### src/rtl/saes_sched_pkg.sv
// Shared types and constants for the S-AES request scheduler.
package saes_sched_pkg;

  typedef enum logic [1:0] {
    IDLE  = 2'd0,
    ISSUE = 2'd1,
    WAIT  = 2'd2,
    RESP  = 2'd3
  } sched_state_e;

  localparam int SAES_DW         = 16;
  localparam int DEFAULT_TIMEOUT = 32;

endpackage

### src/rtl/saes_req_scheduler_rr_arbiter.sv
// Combinational round-robin arbiter: the search starts just after the last
// winner, so every requester is reached within NREQ-1 other grants.
module rr_arbiter #(
  parameter int NREQ = 4,
  localparam int IDW = $clog2(NREQ)
) (
  input  logic [NREQ-1:0] valid,
  input  logic [IDW-1:0]  ptr,
  output logic [NREQ-1:0] grant,
  output logic [IDW-1:0]  id
);

  // First asserted index scanning ptr+1, ptr+2, ... modulo NREQ.
  always_comb begin
    logic           found;
    logic [IDW-1:0] idx;
    grant = '0;
    id    = '0;
    found = 1'b0;
    idx   = '0;
    for (int i = 1; i <= NREQ; i++) begin
      idx = IDW'((int'(ptr) + i) % NREQ);
      if (!found && valid[idx]) begin
        found      = 1'b1;
        grant[idx] = 1'b1;
        id         = idx;
      end
    end
  end

endmodule

### src/rtl/saes_req_scheduler.sv
// Shares one S-AES core among NREQ requesters: round-robin accept, one-cycle
// launch, watchdog-guarded wait for done, tagged response over valid/ready.
module saes_req_scheduler
  import saes_sched_pkg::*;
#(
  parameter int NREQ    = 4,
  parameter int DW      = SAES_DW,
  parameter int TIMEOUT = DEFAULT_TIMEOUT,
  localparam int IDW    = $clog2(NREQ)
) (
  input  logic             clk,
  input  logic             rst_n,
  input  logic [NREQ-1:0]  req_valid,
  input  logic [NREQ*DW-1:0] req_data,
  output logic [NREQ-1:0]  req_ready,
  output logic             core_start,
  output logic [DW-1:0]    core_pt,
  input  logic             core_done,
  input  logic [DW-1:0]    core_ct,
  output logic             resp_valid,
  output logic [IDW-1:0]   resp_id,
  output logic [DW-1:0]    resp_data,
  output logic             resp_err,
  input  logic             resp_ready,
  output logic             busy
);

  localparam int TW = $clog2(TIMEOUT);

  sched_state_e   state_q, state_d;
  logic [IDW-1:0] ptr_q, ptr_d;
  logic [IDW-1:0] id_q, id_d;
  logic [DW-1:0]  data_q, data_d;
  logic           err_q, err_d;
  logic [TW-1:0]  timer_q, timer_d;

  logic [NREQ-1:0] grant;
  logic [IDW-1:0]  grant_id;

  rr_arbiter #(.NREQ(NREQ)) u_arb (
    .valid (req_valid),
    .ptr   (ptr_q),
    .grant (grant),
    .id    (grant_id)
  );

  // State, pointer, capture and watchdog registers; reset discards any
  // in-flight request and makes requester 0 the first winner.
  always_ff @(posedge clk or negedge rst_n) begin
    if (!rst_n) begin
      state_q <= IDLE;
      ptr_q   <= IDW'(NREQ - 1);
      id_q    <= '0;
      data_q  <= '0;
      err_q   <= 1'b0;
      timer_q <= '0;
    end else begin
      state_q <= state_d;
      ptr_q   <= ptr_d;
      id_q    <= id_d;
      data_q  <= data_d;
      err_q   <= err_d;
      timer_q <= timer_d;
    end
  end

  // Next-state logic; a done coinciding with the watchdog expiry wins.
  always_comb begin
    state_d = state_q;
    ptr_d   = ptr_q;
    id_d    = id_q;
    data_d  = data_q;
    err_d   = err_q;
    timer_d = timer_q;
    case (state_q)
      IDLE: begin
        if (|req_valid) begin
          ptr_d   = grant_id;
          id_d    = grant_id;
          data_d  = req_data[grant_id*DW +: DW];
          err_d   = 1'b0;
          state_d = ISSUE;
        end
      end
      ISSUE: begin
        timer_d = '0;
        state_d = WAIT;
      end
      WAIT: begin
        timer_d = timer_q + 1'b1;
        if (core_done) begin
          data_d  = core_ct;
          err_d   = 1'b0;
          state_d = RESP;
        end else if (timer_q == TW'(TIMEOUT - 1)) begin
          data_d  = '0;
          err_d   = 1'b1;
          state_d = RESP;
        end
      end
      RESP: begin
        if (resp_ready) state_d = IDLE;
      end
      default: state_d = IDLE;
    endcase
  end

  assign req_ready  = (state_q == IDLE) ? grant : '0;
  assign core_start = (state_q == ISSUE);
  assign core_pt    = data_q;
  assign resp_valid = (state_q == RESP);
  assign resp_id    = id_q;
  assign resp_data  = data_q;
  assign resp_err   = err_q;
  assign busy       = (state_q != IDLE);

endmodule

### config.mk
export PLATFORM = sky130hd
export DESIGN_NAME = saes_req_scheduler
export DESIGN_NICKNAME = d
export VERILOG_FILES = /design/src/rtl/saes_sched_pkg.sv /design/src/rtl/saes_req_scheduler_rr_arbiter.sv /design/src/rtl/saes_req_scheduler.sv
export SDC_FILE = /design/constraint.sdc
export NUM_CORES = 1
export LEC_CHECK = 0
export ABC_AREA = 1
export BUFFER_PORTS_ARGS = -buffer_cell sky130_fd_sc_hd__buf_4
export CAP_MARGIN = 0
export CORE_MARGIN = 3
export CORE_UTILIZATION = 49
export CTS_CLUSTER_DIAMETER = 30
export DETAILED_ROUTE_END_ITERATION = 10
export HOLD_SLACK_MARGIN = 0.03
export PLACE_DENSITY_LB_ADDON = 0.25
export SYNTH_ARGS = -nofsm -noshare
export SYNTH_HDL_FRONTEND = slang
export SYNTH_HIERARCHICAL = 1
export SYNTH_SLANG_ARGS = --single-unit
### constraint.sdc
create_clock -name clk -period 3.6 [get_ports clk]
set_clock_uncertainty 0.1 [all_clocks]
set_input_delay 0.54 -clock clk [delete_from_list [all_inputs] [get_ports clk]]
set_output_delay 0.54 -clock clk [all_outputs]
set_load 0.005 [all_outputs]
======== Word-level counts from Yosys, hierarchy flattened ========
Cells that the tools add are included.
word-level totals
  bits in registers ....................... 28
  word-level logic and storage cells ...... 90
  output and inout port bits .............. 42
  input port bits ......................... 88
cells by class
  add/sub/neg operators ................... 5
  $lt $le $gt $ge ......................... 8
  reductions and logical operators ........ 18
  bitwise logic cells ..................... 3
  shifts and indexed selects .............. 1
  eq/ne operators ......................... 7
  muxes and demuxes ....................... 42
operator list
  operator                                                               count
  64-bit by 7-bit variable part select with 16-bit output                1
  16-bit 2-to-1 mux                                                      3
  16-bit case mux with 2 select lines                                    1
  4-bit 2-to-1 mux                                                       5
  2-bit 2-to-1 mux                                                       8
  1-bit 2-to-1 mux                                                       14
  2-bit by 3-bit < comparator with 1-bit output, second input constant   4
  4-bit OR                                                               3
  5-bit case mux with 2 select lines                                     1
  1-bit binary-select mux with 2-bit select                              4
  1-bit demux with 2-bit select                                          4
  2-bit by 1-bit >= comparator with 1-bit output, second input constant  4
  2-bit case mux with 4 select lines                                     1
  1-bit logical AND                                                      7
  3-bit AND reduction                                                    2
  2-bit nonzero test                                                     3
  5-bit by 1-bit adder with 5-bit output, second input constant          1
  5-bit equality test, second input constant                             1
  2-bit by 1-bit adder with 2-bit output, second input constant          2
  2-bit adder, second input constant                                     2
  2-bit equality test, second input constant                             2
  4-bit OR reduction                                                     1
  1-bit logical NOT                                                      3
  3-bit inequality test, second input constant                           1
  6 further kinds                                                        6

======== Longest topological paths before layout ========
  word-level depth ........................ 16
  mapped depth ............................ 19
  depth with buffers taken out ............ 17

======== Cells and area by module ========
Netlist, hierarchy kept.
by module, submodules not included
  module              sequential area each (um^2)  times used  cells each  area each (um^2)
  saes_req_scheduler  703.2                        1           411         2469.9
  rr_arbiter          0.0                          1           75          474.2

======== Worst setup path after synthesis ========
Ideal clock, no wire load.
  kind .................................... flip-flop to flip-flop
  from .................................... reg ptr_q[0]
  to ...................................... reg data_q[1] (netlist: core_pt[1])
  cell stages (with the launch flop) ...... 19
  path buffers ............................ 2
  clock period less this slack ............ 2.505 ns
  data required time ...................... 3.384 ns
  data arrival time ....................... 2.289 ns
  setup slack ............................. 1.095 ns
  library setup time ...................... 0.116 ns
  cells stage by stage .................... dfstp_2 -> inv_2 -> ha_1 -> inv_1 -> nand2_4 -> nand2_4 -> clkinv_4 -> nand2_1 -> nor2_1 -> a21oi_2 -> buf_4 -> buf_2 -> nand2_1 -> nand3_1 -> nand2_1 -> nand2_1 -> nand2_1 -> nand2_2 -> nand2_1
between the ends
  cells in the longest elaborated chain, start to end .. 16
  elaborated cells between the ends (all ways) .. 28
  those cells by class .................... add/sub: 4; shift: 1; mux: 17; reduce/logical: 6
RTL lines
  what                                                       RTL line                             RTL
  start, declared                                            saes_req_scheduler.sv:31             logic [IDW-1:0] ptr_q, ptr_d;
  start signal, assigned                                     saes_req_scheduler.sv:52             ptr_q <= IDW'(NREQ - 1);
  start signal, assigned                                     saes_req_scheduler.sv:59             ptr_q <= ptr_d;
  2-bit by 1-bit adder with 2-bit output                     saes_req_scheduler_rr_arbiter.sv:22  idx = IDW'((int'(ptr) + i) % NREQ);
  1-bit binary-select mux with 2-bit select                  saes_req_scheduler_rr_arbiter.sv:23  if (!found && valid[idx]) begin
  1-bit 2-to-1 mux (implied by the code)                     saes_req_scheduler_rr_arbiter.sv:23
  1-bit 2-to-1 mux                                           saes_req_scheduler_rr_arbiter.sv:23
  1-bit logical NOT                                          saes_req_scheduler_rr_arbiter.sv:23
  1-bit logical AND                                          saes_req_scheduler_rr_arbiter.sv:23
  1-bit 2-to-1 mux                                           saes_req_scheduler_rr_arbiter.sv:23
  1-bit logical NOT                                          saes_req_scheduler_rr_arbiter.sv:23
  1-bit logical AND                                          saes_req_scheduler_rr_arbiter.sv:23
  1-bit 2-to-1 mux                                           saes_req_scheduler_rr_arbiter.sv:23
  1-bit logical NOT                                          saes_req_scheduler_rr_arbiter.sv:23
  1-bit logical AND                                          saes_req_scheduler_rr_arbiter.sv:23
  2-bit 2-to-1 mux *                                         saes_req_scheduler_rr_arbiter.sv:23
  named net grant_id[0]                                      saes_req_scheduler.sv:38             logic [IDW-1:0] grant_id;
  64-bit by 7-bit variable part select with 16-bit output *  saes_req_scheduler.sv:80             data_d = req_data[grant_id*DW +: DW];
  16-bit 2-to-1 mux *                                        saes_req_scheduler.sv:77             if (|req_valid) begin
  16-bit case mux with 2 select lines *                      saes_req_scheduler.sv:75             case (state_q)
  end signal, assigned                                       saes_req_scheduler.sv:61             data_q <= data_d;
  end, declared                                              saes_req_scheduler.sv:33             logic [DW-1:0] data_q, data_d;
The timed path passes the listed nets; every way through them passes the cells marked *. The select of a mux whose other input is x is not followed.
A chain may end at the register's enable or synchronous reset.

======== Worst setup path after layout ========
  from .................................... reg ptr_q[0]
  to ...................................... reg data_q[13] (netlist: core_pt[13])
The elaborated chain is that of the path after synthesis.

==> impl_results.md <==
* Site row count at 27
* Peak supply drop at 0.690 mV
* Antenna cell count at 0
* Post-synth top area cell: nand2_1
* Top cells by count, synth: 216 x nand2_1, 85 x inv_1, 47 x nand3_1
* Final setup vio count at 0
* Register-to-register setup slack at 520 ps
* Share of cells above drive strength 1 at 28.5%
* Max-slew violations at 0
* Die width at 83.5 um
* Pleak at 2.43 nW
* H-tree depth at 1
* Clk root buf: clkbuf_8
* Worst slew margin at 69.3%
* Fmax at 325 MHz
* Drt pass-1 iters at 4
* Post-DP HPWL at 6270 um
* Mean Syn Cell Area at a little over 6 um2
* Initial core utilization at roughly 52%
* DIE AREA at 0.00697 mm2
* Syn Inst Count at 486
* Synth Register Bits at 28
* Most used routing layer: met2
* Setup TNS at 0 ps
* Setup crit start kind: register
* Global-route wire length before repair at 12,400 um
* CP Data Arrival Time at around 3200 ps
* Met3 usage at between 3 and 4%
* Outcome: completed
* Post-route ant nets at 0
* PD cells at between 900 and 1000 mW/mm2
* WP data required at 3700 ps
* Distinct cells, synth at 30
* Clk Latency, worst-skew pair at 270 ps
* Most common cell in the netlist: nand2_1
* WL per Instance at 11.4 um
* DR vias/cell at roughly 4.6
* First DRT Iteration DRCs at 120
* Total Wirelength at 7530 um
* DR vias at ~3,000
* Post-CTS Hold Buffers at 0
* Max clock buf depth at 2
* Synth area leaders: nand2_1 28%, dfrtp_1 22%, inv_1 11%
* Ports at 130
* Worst Reg-to-Reg Cells at 18
* Worst setup EP type: register
* Largest net degree at the start of global routing at 35
* Crit Path Max Fanout at 34
* Post-synthesis sequential area ratio at 23.9%
* Final min period at 3080 ps
* Worst-Margin Slew at 459 ps
* Vias in the first global route at approximately 2,800
* Fin area at 0.00380 mm2
* Syn Std Cell Area at just under 0.003 mm2
* Total GRT Usage at between 20% and 30%
* IO Port Bufs at 129
* Worst setup path category: register to register
* Total global routing overflow at 0
* Met2 Track Usage GR at 36.2%
* Hold WC Path Type: primary input to asynchronous set/reset pin
* Max-cap violations at 0
* Warnings from Yosys at 6
* GP Congestion at approximately 0.94
* Clock sink total at 28
* Residual DRC at 0
* RSZ-0062 raised after global routing: false
* Crit Reg-Reg Startpoint: ptr_q[0]
* Hold Vio Cnt, Final at 0
* CTS Buf Count at 3
* Worst R2R End: core_pt[13]
* Syn Nets at 589
* Area of placed instances at ~0.0038 mm2
* Top FF cell, synth: dfrtp_1
* Post-CTS Resized at 0
* Final Cycle Share at 85.5%
* Clock transition at path regs at approximately 90 ps
* Top-area cell type share of the netlist area at 27.5%
* Number of synthesized flops with an enable pin at 0
* Met1 usage at 26.7%
* Initial antenna violation count at 0
* Die H at 83.5 um
* Core Footprint at about 0.0057 mm2
* Nets at approximately 690
* Post-CTS setup repair buffer count at 0
* Async SR Flop Fraction at 100%
* Filler cell count at around 540
* Area grow syn2layout at 29.2%
* TritonCTS clock tree: done
## metrics by stage
step / power, mW / worst slack [ps] / util [%] / cells / hold slack (ps)
6_report: 3.71 / 523 / 67.0 / 661 / 64.5
3_3_place_gp: 3.46 / 689 / 66.2 / 657 / 369
5_1_grt: 4.16 / 185 / 67.0 / 661 / 89.4
3_5_place_dp: 3.53 / 562 / 66.2 / 657 / 374
4_1_cts: 3.72 / 537 / 67.0 / 661 / 77.7
2_1_floorplan: 3.01 / 1100 / - / 486 / 144
## area by class of cell
class	count	area [um2]	share of cell area [%]
multi-input cells	333	1620	42.6
repair buffers	131	983	25.9
flip-flops and latches	28	703	18.5
inverters	93	362	9.51
well taps	72	90.1	2.37
clock buffers	4	45.0	1.18
## power breakdown
group          leakage, nW  switching, mW  internal, mW
combinational         2.06           1.80          1.12
clock               0.0228         0.0881        0.0790
sequential           0.351          0.149         0.477
## routing by layer
| metal | wire length (um) | vias to the layer above |
|---|---|---|
| met2 | 3600 | 105 |
| met1 | 3370 | 1308 |
| met5 | 0 | - |
| li1 | - | 1630 |
| met4 | 78 | 0 |
| met3 | 480 | 6 |
## critical path, stage by stage (launching register included)
cell,delay [ps]
dfstp_2,660
inv_2,150
ha_1,360
inv_1,160
nand2_4,100
nand2_4,100
clkinv_4,70
nand2_1,60
nor2_1,50
a21oi_2,150
buf_4,340
inv_4,200
nand2_1,110
nand3_1,80
nand2_1,90
nand2_1,60
nand2_1,70
nand2_1,40
nand2_1,60
## kinds of logic after synthesis
group | after synthesis | share of synthesized area (%)
simple gates | 299 | 44.8
buf+inv | 125 | 21.1
flops | 28 | 23.9
compound gates | 19 | 3.91
fa+ha+maj | 15 | 6.37
## worst max-delay path by stage
stage / from / end / slack, ps / depth (start not counted)
CTS: ptr_q[0] / core_pt[13] / 540 / 18
floorplan: ptr_q[0] / core_pt[1] / 1100 / 18
finish: ptr_q[0] / core_pt[13] / 520 / 18
global route: ptr_q[0] / core_pt[5] / 190 / 18
global placement: ptr_q[0] / core_pt[7] / 690 / 18
detailed placement: ptr_q[0] / core_pt[13] / 560 / 18
## cells in the final DEF (no fill, tap or decap), drive strengths merged, types with 2 or more instances in the layout
| cell | instances |
|---|---|
| a31oi | 2 |
| nand3b | 2 |
| o21ai | 5 |
| buf | 131 |
| dfstp | 2 |
| inv | 92 |
| a21oi | 7 |
| a21boi | 4 |
| nand2 | 229 |
| ha | 15 |
| dfrtp | 26 |
| clkbuf | 4 |
| nand3 | 51 |
| nor3 | 5 |
| nor2 | 11 |
## sequential cells by signal, summed over array words and instances (netlist names)
| name | cells |
|---|---|
| state_q | 2 |
| timer_q | 5 |
| ptr_q | 2 |
| resp_err | 1 |
| resp_id | 2 |
| core_pt | 16 |
No activity file was read; power rests on OpenSTA's default activity.
